$ cat config.mk
export PLATFORM = sky130hd
export DESIGN_NAME = alu_share_arb_flat
export DESIGN_NICKNAME = d
export VERILOG_FILES = /design/src/rtl/alu_share_arb_if.sv /design/src/rtl/alu_share_arb.sv /design/src/flat_wrapper.sv
export SDC_FILE = /design/constraint.sdc
export NUM_CORES = 1
export LEC_CHECK = 0
export CORE_ASPECT_RATIO = 0.7
export CORE_UTILIZATION = 37
export DETAILED_ROUTE_END_ITERATION = 8
export PLACE_DENSITY_LB_ADDON = 0.12
export SLEW_MARGIN = 20
export SYNTH_ARGS = -nofsm -noshare
export SYNTH_HDL_FRONTEND = slang
export SYNTH_SLANG_ARGS = --single-unit
$ cat constraint.sdc
create_clock -name clk -period 2.11 [get_ports clk]
set_clock_uncertainty 0.15 [all_clocks]
set_input_delay 0.422 -clock clk [delete_from_list [all_inputs] [get_ports clk]]
set_output_delay 0.422 -clock clk [all_outputs]
set_load 0.01 [all_outputs]
$ cat src/rtl/alu_share_arb_if.sv
// ============================================================================
// Module      : alu_share_arb_if
// Description : Client request/response channels and shared-ALU drive/return
//               signals for alu_share_arb. The arbiter uses the slave modport;
//               the clients plus the ALU sit on the master side.
// Revision    : 1.0 - initial release
// ============================================================================
`default_nettype none

interface alu_share_arb_if #(
    parameter int N    = 32,
    parameter int NREQ = 2
);
    // Requester operation channel (requester i at slice i)
    logic [NREQ-1:0]   req_valid;
    logic [NREQ-1:0]   req_ready;
    logic [NREQ*N-1:0] req_a;
    logic [NREQ*N-1:0] req_b;
    logic [NREQ*3-1:0] req_cont;

    // Requester response channel
    logic [NREQ-1:0]   resp_valid;
    logic [NREQ-1:0]   resp_ready;
    logic [N-1:0]      resp_result;
    logic              resp_zero;

    // Shared combinational ALU
    logic [N-1:0]      alu_a;
    logic [N-1:0]      alu_b;
    logic [2:0]        alu_cont;
    logic [N-1:0]      alu_result;
    logic              alu_zero;

    modport master (
        output req_valid, req_a, req_b, req_cont, resp_ready, alu_result, alu_zero,
        input  req_ready, resp_valid, resp_result, resp_zero, alu_a, alu_b, alu_cont
    );

    modport slave (
        input  req_valid, req_a, req_b, req_cont, resp_ready, alu_result, alu_zero,
        output req_ready, resp_valid, resp_result, resp_zero, alu_a, alu_b, alu_cont
    );
endinterface

`default_nettype wire

$ cat src/rtl/alu_share_arb.sv
// ============================================================================
// Module      : alu_share_arb
// Description : Round-robin time-sharing of one combinational ALU between NREQ
//               requesters. IDLE arbitrates and latches operands, EXEC drives
//               the ALU for one cycle and captures its outputs, RESP holds the
//               result until the granted requester accepts it.
//               Optional macro ALU_SHARE_ARB_FASTPATH_EN: re-arbitrate during
//               the response handshake and go straight to EXEC (1 op / 2 clk).
// Revision    : 1.0 - initial release
// ============================================================================
`default_nettype none

module alu_share_arb #(
    parameter int N    = 32,
    parameter int NREQ = 2
) (
    input  wire logic                     clk,
    input  wire logic                     rst_n,
    alu_share_arb_if.slave                bus,
    output logic                          busy,
    output logic [$clog2(NREQ)-1:0]       gnt_id
);

    localparam int c_IDW = $clog2(NREQ);

    localparam logic [1:0] c_ST_IDLE = 2'd0;
    localparam logic [1:0] c_ST_EXEC = 2'd1;
    localparam logic [1:0] c_ST_RESP = 2'd2;

    logic [1:0]       r_state;
    logic [1:0]       w_state_nxt;

    logic [c_IDW-1:0] r_rr_ptr;
    logic [c_IDW-1:0] r_gnt_id;
    logic [N-1:0]     r_op_a;
    logic [N-1:0]     r_op_b;
    logic [2:0]       r_op_cont;
    logic [N-1:0]     r_res;
    logic             r_zero;

    logic [c_IDW-1:0] w_next_ptr;
    logic [c_IDW-1:0] w_arb_ptr;
    logic             w_arb_found;
    logic [c_IDW-1:0] w_arb_idx;
    logic [N-1:0]     w_sel_a;
    logic [N-1:0]     w_sel_b;
    logic [2:0]       w_sel_cont;

    logic             w_grant;
    logic             w_resp_hs;
    logic [NREQ-1:0]  w_req_ready;
    logic [NREQ-1:0]  w_resp_valid;

    // The requester after the one just served gets first look next time
    assign w_next_ptr = (r_gnt_id == c_IDW'(NREQ - 1)) ? '0 : r_gnt_id + 1'b1;

`ifdef ALU_SHARE_ARB_FASTPATH_EN
    // During RESP the search already starts from the post-handshake pointer
    assign w_arb_ptr = (r_state == c_ST_RESP) ? w_next_ptr : r_rr_ptr;
`else
    assign w_arb_ptr = r_rr_ptr;
`endif

    // Round-robin search from w_arb_ptr and payload mux of the winner
    always_comb begin
        int               v_cand;
        logic [c_IDW-1:0] v_idx;
        w_arb_found = 1'b0;
        w_arb_idx   = '0;
        w_sel_a     = '0;
        w_sel_b     = '0;
        w_sel_cont  = '0;
        for (int k = 0; k < NREQ; k++) begin
            v_cand = int'(w_arb_ptr) + k;
            if (v_cand >= NREQ) begin
                v_cand = v_cand - NREQ;
            end
            v_idx = c_IDW'(v_cand);
            if (!w_arb_found && bus.req_valid[v_idx]) begin
                w_arb_found = 1'b1;
                w_arb_idx   = v_idx;
            end
        end
        for (int k = 0; k < NREQ; k++) begin
            if (w_arb_idx == c_IDW'(k)) begin
                w_sel_a    = bus.req_a[k*N +: N];
                w_sel_b    = bus.req_b[k*N +: N];
                w_sel_cont = bus.req_cont[k*3 +: 3];
            end
        end
    end

    // FSM state register
    always_ff @(posedge clk or negedge rst_n) begin
        if (!rst_n) begin
            r_state <= c_ST_IDLE;
        end else begin
            r_state <= w_state_nxt;
        end
    end

    // FSM next-state, handshake strobes and per-requester ready/valid
    always_comb begin
        w_state_nxt  = r_state;
        w_grant      = 1'b0;
        w_resp_hs    = 1'b0;
        w_req_ready  = '0;
        w_resp_valid = '0;
        case (r_state)
            c_ST_IDLE: begin
                if (w_arb_found) begin
                    w_req_ready[w_arb_idx] = 1'b1;
                    w_grant                = 1'b1;
                    w_state_nxt            = c_ST_EXEC;
                end
            end
            c_ST_EXEC: begin
                w_state_nxt = c_ST_RESP;
            end
            c_ST_RESP: begin
                w_resp_valid[r_gnt_id] = 1'b1;
                if (bus.resp_ready[r_gnt_id]) begin
                    w_resp_hs   = 1'b1;
                    w_state_nxt = c_ST_IDLE;
`ifdef ALU_SHARE_ARB_FASTPATH_EN
                    if (w_arb_found) begin
                        w_req_ready[w_arb_idx] = 1'b1;
                        w_grant                = 1'b1;
                        w_state_nxt            = c_ST_EXEC;
                    end
`endif
                end
            end
            default: begin
                w_state_nxt = c_ST_IDLE;
            end
        endcase
    end

    // Operand capture on grant, ALU capture in EXEC, pointer advance on response
    always_ff @(posedge clk or negedge rst_n) begin
        if (!rst_n) begin
            r_rr_ptr  <= '0;
            r_gnt_id  <= '0;
            r_op_a    <= '0;
            r_op_b    <= '0;
            r_op_cont <= '0;
            r_res     <= '0;
            r_zero    <= 1'b0;
        end else begin
            if (w_grant) begin
                r_op_a    <= w_sel_a;
                r_op_b    <= w_sel_b;
                r_op_cont <= w_sel_cont;
                r_gnt_id  <= w_arb_idx;
            end
            if (r_state == c_ST_EXEC) begin
                r_res  <= bus.alu_result;
                r_zero <= bus.alu_zero;
            end
            if (w_resp_hs) begin
                r_rr_ptr <= w_next_ptr;
            end
        end
    end

    // ALU is fed from registers in every state so its inputs never glitch
    assign bus.alu_a       = r_op_a;
    assign bus.alu_b       = r_op_b;
    assign bus.alu_cont    = r_op_cont;
    assign bus.resp_result = r_res;
    assign bus.resp_zero   = r_zero;
    assign bus.req_ready   = w_req_ready;
    assign bus.resp_valid  = w_resp_valid;
    assign busy            = (r_state != c_ST_IDLE);
    assign gnt_id          = r_gnt_id;

endmodule

`default_nettype wire

$ cat src/flat_wrapper.sv
// flat-port wrapper written by rule: the top's interface ports become plain ports
module alu_share_arb_flat 
#(
    parameter int N    = 32,
    parameter int NREQ = 2
)
  (clk, rst_n, busy, gnt_id, bus_req_valid, bus_req_a, bus_req_b, bus_req_cont, bus_resp_ready, bus_alu_result, bus_alu_zero, bus_req_ready, bus_resp_valid, bus_resp_result, bus_resp_zero, bus_alu_a, bus_alu_b, bus_alu_cont);
  alu_share_arb_if #(.N(N), .NREQ(NREQ)) bus_i ();
  input  wire logic clk;
  input  wire logic rst_n;
  output logic busy;
  output logic [$clog2(NREQ)-1:0] gnt_id;
  input wire logic [$bits(bus_i.req_valid)-1:0] bus_req_valid;
  input wire logic [$bits(bus_i.req_a)-1:0] bus_req_a;
  input wire logic [$bits(bus_i.req_b)-1:0] bus_req_b;
  input wire logic [$bits(bus_i.req_cont)-1:0] bus_req_cont;
  input wire logic [$bits(bus_i.resp_ready)-1:0] bus_resp_ready;
  input wire logic [$bits(bus_i.alu_result)-1:0] bus_alu_result;
  input wire logic [$bits(bus_i.alu_zero)-1:0] bus_alu_zero;
  output wire logic [$bits(bus_i.req_ready)-1:0] bus_req_ready;
  output wire logic [$bits(bus_i.resp_valid)-1:0] bus_resp_valid;
  output wire logic [$bits(bus_i.resp_result)-1:0] bus_resp_result;
  output wire logic [$bits(bus_i.resp_zero)-1:0] bus_resp_zero;
  output wire logic [$bits(bus_i.alu_a)-1:0] bus_alu_a;
  output wire logic [$bits(bus_i.alu_b)-1:0] bus_alu_b;
  output wire logic [$bits(bus_i.alu_cont)-1:0] bus_alu_cont;
  assign bus_i.req_valid = bus_req_valid;
  assign bus_i.req_a = bus_req_a;
  assign bus_i.req_b = bus_req_b;
  assign bus_i.req_cont = bus_req_cont;
  assign bus_i.resp_ready = bus_resp_ready;
  assign bus_i.alu_result = bus_alu_result;
  assign bus_i.alu_zero = bus_alu_zero;
  assign bus_req_ready = bus_i.req_ready;
  assign bus_resp_valid = bus_i.resp_valid;
  assign bus_resp_result = bus_i.resp_result;
  assign bus_resp_zero = bus_i.resp_zero;
  assign bus_alu_a = bus_i.alu_a;
  assign bus_alu_b = bus_i.alu_b;
  assign bus_alu_cont = bus_i.alu_cont;
  alu_share_arb #(.N(N), .NREQ(NREQ)) u_core (.clk(clk), .rst_n(rst_n), .bus(bus_i), .busy(busy), .gnt_id(gnt_id));
endmodule
==> After elaboration in Yosys (flattened, before gate mapping) <==
Cells that the tools add are included.
W data, S select, Z words.
{ "totals": {"regBits": 104, "inputBits": 173, "wordCells": 61} }
{ "classes": {"add_sub_neg": 4, "n_lt_le_gt_ge": 8, "n_eq_ne": 4, "n_mux": 30, "reduce_logical": 7} }
{ "ops": {"columns": ["operator", "n"], "rows": [
  ["$mux W32", 2],
  ["$mux W1", 19],
  ["$mux W2", 5],
  ["$lt A1 B2 Y1 const B", 4],
  ["$pmux W2 S3", 1],
  ["$ne A2 B1 Y1 const B", 2],
  ["$logic_and A1 B1 Y1", 3],
  ["$mux W3", 1],
  ["$add A1 B1 Y2 const B", 1],
  ["$demux W1 S1", 2],
  ["$eq A2 B1 Y1 const B", 1],
  ["$eq A2 B2 Y1 const B", 1],
  ["$ge A1 B1 Y1 const B", 2],
  ["$ge A1 B2 Y1 const B", 1],
  ["$ge A2 B2 Y1 const B", 1],
  ["$logic_not A2 Y1", 1],
  ["$reduce_and A2 Y1", 1],
  ["$reduce_bool A2 Y1", 1],
  ["$sub A1 B1 Y1 const B", 2],
  ["$add A1 B1 Y1 const B", 1],
  ["$logic_not A1 Y1", 1]
]} }

==> Logic depth before layout (Yosys ltp) <==
{ "logic_depth": {"word_depth": 14, "ltp_mapped": 6} }

==> Worst setup path before layout <==
No wires, ideal clock.
{ "synth_timing": {"kind": "in2out", "start": "input port bus_req_valid[0]", "end": "output port bus_req_ready[1]", "arrival_ns": 1.096, "required_ns": 1.538, "slack_ns": 0.442, "stages": 4, "path_buffers": 1, "cell_sequence": "nor2b_1 -> nand3b_1 -> inv_2 -> clkbuf_1"} }
{ "synth_via": {"elab_chain_cells": 12} }
{ "synth_rtl": {"columns": ["item", "line", "rtl"], "rows": [
  ["start: declaration", "flat_wrapper.sv:13", "input wire logic [$bits(bus_i.req_valid)-1:0] bus_req_valid;"],
  ["$mux W1 (implied by the code) (2 in series)", "alu_share_arb.sv:79", "if (!w_arb_found && bus.req_valid[v_idx]) begin"],
  ["$mux W1", "alu_share_arb.sv:79", null],
  ["$logic_not A1 Y1", "alu_share_arb.sv:79", null],
  ["$logic_and A1 B1 Y1", "alu_share_arb.sv:79", null],
  ["$mux W1", "alu_share_arb.sv:79", null],
  ["$lt A1 B2 Y1 (implied by the code) or $ge A1 B1 Y1 (tied branches)", "alu_share_arb.sv:112", "w_req_ready[w_arb_idx] = 1'b1;"],
  ["$logic_and A1 B1 Y1 (implied by the code)", "alu_share_arb.sv:112", null],
  ["$mux W1 (implied by the code)", "alu_share_arb.sv:112", null],
  ["$demux W1 S1", null, null],
  ["$mux W2 (*)", "alu_share_arb.sv:111", "if (w_arb_found) begin"],
  ["$mux W2 (*)", "alu_share_arb.sv:109", "case (r_state)"],
  ["end: declaration", "flat_wrapper.sv:20", "output wire logic [$bits(bus_i.req_ready)-1:0] bus_req_ready;"]
]} }
Mark *: on every way between the ends. The rest lies on a longest branch, timed or not. The select of a mux whose other input is x is not followed.

==> Worst setup path in the final report <==
{ "layout_timing": {"start": "register u_core.r_state[1]", "end": "output port bus_req_ready[0]"} }
{ "layout_via": {"elab_chain_cells": 2} }
{ "layout_rtl": {"columns": ["item", "line", "rtl"], "rows": [
  ["start: declaration", "alu_share_arb.sv:30", "logic [1:0] r_state;"],
  ["start signal: assignment", "alu_share_arb.sv:96", "r_state <= c_ST_IDLE;"],
  ["start signal: assignment", "alu_share_arb.sv:98", "r_state <= w_state_nxt;"],
  ["$logic_not A2 Y1", "alu_share_arb.sv:109", null],
  ["$mux W2", "alu_share_arb.sv:109", null]
]} }
No other way between the ends.

==> results.toml <==
[place]
portBuffers = 278
hpwl_um = 10300
place_congestion = 0.846
placed_area_mm2 = 0.00740
placedCellCount = 742

[sta]
finalMaxSlewViolations = 0
setup_violations = 0
tightest_slew_ns = 0.746
hold_viol_final = 0
rsz0062_at_grt = "false"
finalCriticalPeriod_ns = 2.06
maxSlewHeadroom = 0.503
whs_ns = 0.353
finalCritPeriodShare = 0.976
fmax_mhz = 486

[cells_and_area]
final_nets = 770
layout-drive-gt1-share = 0.111
layout_common_cells = "clkdlybuf4s50_1, dfrtp_1, o21a_1, a221o_1, mux2_2"
final_common_cell = "clkdlybuf4s50_1"
multi_input_area_mm2 = 0.00165
final_cell_count_no_fill = 761
fillers = 902
fin_area_mm2 = 0.00770
area_growth_pct = 73.9
ff_latch_area_mm2 = 0.00260

[floorplanning]
ios = 279
die_x_um = 133
row_count = 33
coreArea_mm2 = 0.0117
dieArea_mm2 = 0.0124
die_h_um = 93.5
initial_core_util = 0.379

[critical_path]
path_delay_family = "simple AND/OR/NAND/NOR gates"
cp_slowest_cell = "dfrtp_1"
cp.required_ns = 1.54
rr_endpoint = "u_core.bus.alu_b[29]"
cp.buffers_inverters = 1
r2r_cells = 5
endpoint_kind = "output port"
regToRegStartpoint = "u_core.r_state[1]"
path_class = "reg2out"
startpoint_type = "flip-flop"
cp_data_arrival_time_ns = 1.49
path_cells = "nor2_2 -> and3_2 -> dlygate4sd2_1"
r2r_slack_ns = 0.10
crit_path_max_fanout = 5
slowest_delay_ns = 0.43

[power]
ir_worst_vdd_mv = 0.769
p_comb_frac = 0.519
finalPower_mw = 10.8
switchingPower_mw = 3.53
powerDensity_mw_per_mm2 = 1400
switching_share = 0.327
p_seq_frac = 0.329
intPower_mw = 7.26
power.leakage_nw = 3.15
p_clk_frac = 0.152

[worst_hold_path]
min_to = "u_core.bus.resp_result[27]"
hp-start = "u_core.bus.resp_result[27]"
hold_path.class = "reg2reg"
min_delay_path_depth = 1

[clocking]
clockRootBuffer = "clkbuf_16"
clockBufferDepth = 2
cts_max_level = 3
cts.sinks = 104
clk_latency_ns = 0.33
clk_pin_slew_ns = 0.07
numCtsBuffers = 9
cts_tree = "built"

[synth]
syn_area_per_cell_um2 = 13.5
synth_cells = 327
syn_area_mm2 = 0.00443
yosysWarnings = 0
syn_nets = 500
ys_ff_latch = 104
ys_types = 21
ys_seq_area_frac = 0.588

[global_routing]
grt_pass1_vias = 4019
antenna_found_initial = 1
overflow = 0
grt_pass1_wl_um = 21900
grt_max_degree = 68
grt_use_total = 0.227

[detailed_routing]
antenna_left = 0
dr.pass1.iters = 6
vias = 4021
wl_per_cell_um = 18.6
drt_wl_total_um = 14200
viasPerCell = 5.28
drc_errors = 0
first_iter_violations = 202

[flow_run]
maxCapViolations = 0

[run_status]
outcome = "complete, no violations"
## power groups by stage
stage / Combinational [mW] / Clock [mW] / Sequential [mW]
floorplan: 2.31 / 0 / 3.97
global placement: 5.53 / 0 / 3.52
detailed placement: 5.64 / 0 / 3.57
CTS: 5.65 / 1.69 / 3.55
global route: 5.96 / 1.77 / 3.67
finish: 5.60 / 1.64 / 3.55
## synth_stat cells
| cell | instances | area [µm²] |
|---|---|---|
| dfrtp_1 | 104 | 2600 |
| a221o_1 | 67 | 671 |
| o21a_1 | 67 | 503 |
| mux2_2 | 33 | 372 |
| clkbuf_1 | 16 | 60.1 |
| buf_2 | 13 | 65.1 |
| nor2_1 | 4 | 15.0 |
| o21ai_0 | 4 | 20.0 |
| buf_6 | 3 | 33.8 |
| and3_1 | 2 | 12.5 |
| inv_1 | 2 | 7.51 |
| inv_2 | 2 | 7.51 |
| nand2_1 | 2 | 7.51 |
| a21oi_1 | 1 | 5.00 |
| a31oi_1 | 1 | 6.26 |
| clkbuf_2 | 1 | 5.00 |
| nand2b_1 | 1 | 6.26 |
| nand3b_1 | 1 | 7.51 |
| nor2_2 | 1 | 6.26 |
| nor2b_1 | 1 | 6.26 |
| or2b_1 | 1 | 7.51 |
## logic make-up (layout without fill, tap and decap cells)
logic type | after synthesis | count (layout) | synth area share
other | 0 | 2 | 0
AND/OR/NAND/NOR | 13 | 13 | 0.0155
buffers and inverters | 37 | 312 | 0.0404
multiplexers | 33 | 33 | 0.0839
AO/OA/AOI/OAI | 140 | 140 | 0.272
flip-flops | 104 | 104 | 0.588
## final cells by class
type,count,area share
antenna,2,0.000650
tap,157,0.0255
sequential,104,0.338
clock buffer,11,0.0302
inverter,4,0.00228
timing repair buffer,292,0.381
multi-input combinational,186,0.215
clock inverter,5,0.00748
## worst max path at each step
stage / startpoint / endpoint / slack [ns] / cells past startpoint
finish: u_core.r_state[1] / bus_req_ready[0] / 0.05 / 3
CTS: u_core.r_state[1] / bus_req_ready[0] / 0.03 / 3
global route: u_core.r_state[1] / bus_req_ready[0] / 0.008 / 3
global placement: bus_req_valid[0] / bus_req_ready[1] / -0.37 / 5
detailed placement: bus_req_valid[0] / bus_req_ready[1] / -0.38 / 5
floorplan: bus_req_valid[0] / bus_req_ready[1] / 0.44 / 4
## timing repair
action | in CTS | in global routing
endpoints found under the hold margin | 31 | 0
resized for setup | 10 | 0
buffers inserted | 0 | 0
hold buffers | 1 | 0
setup endpoints to repair | 6 | 0
## state kept, by name (all words and copies together), names as in the netlist
register                count
u_core.bus.alu_a           32
u_core.bus.alu_b           32
u_core.bus.alu_cont         3
u_core.bus.resp_result     32
u_core.bus.resp_zero        1
u_core.gnt_id               1
u_core.r_rr_ptr             1
u_core.r_state              2
## through the flow
step | setup TNS [ns] | setup slack [ns] | util
detailed placement | -22.30 | -0.384 | 0.633
finish | 0 | 0.0504 | 0.659
global placement | -19.99 | -0.368 | 0.633
global route | 0 | 0.00838 | 0.659
CTS | 0 | 0.0301 | 0.658
floorplan | 0 | 0.442 | -
## routing by layer
layer	vias to the layer above	global-route usage	share of wire
met5	-	0	0
met3	12	0.0721	0.079
met2	180	0.396	0.51
met4	0	0.0556	0.0094
li1	1820	-	-
met1	2009	0.273	0.40
Note: power is estimated with default switching activity, not from simulation.
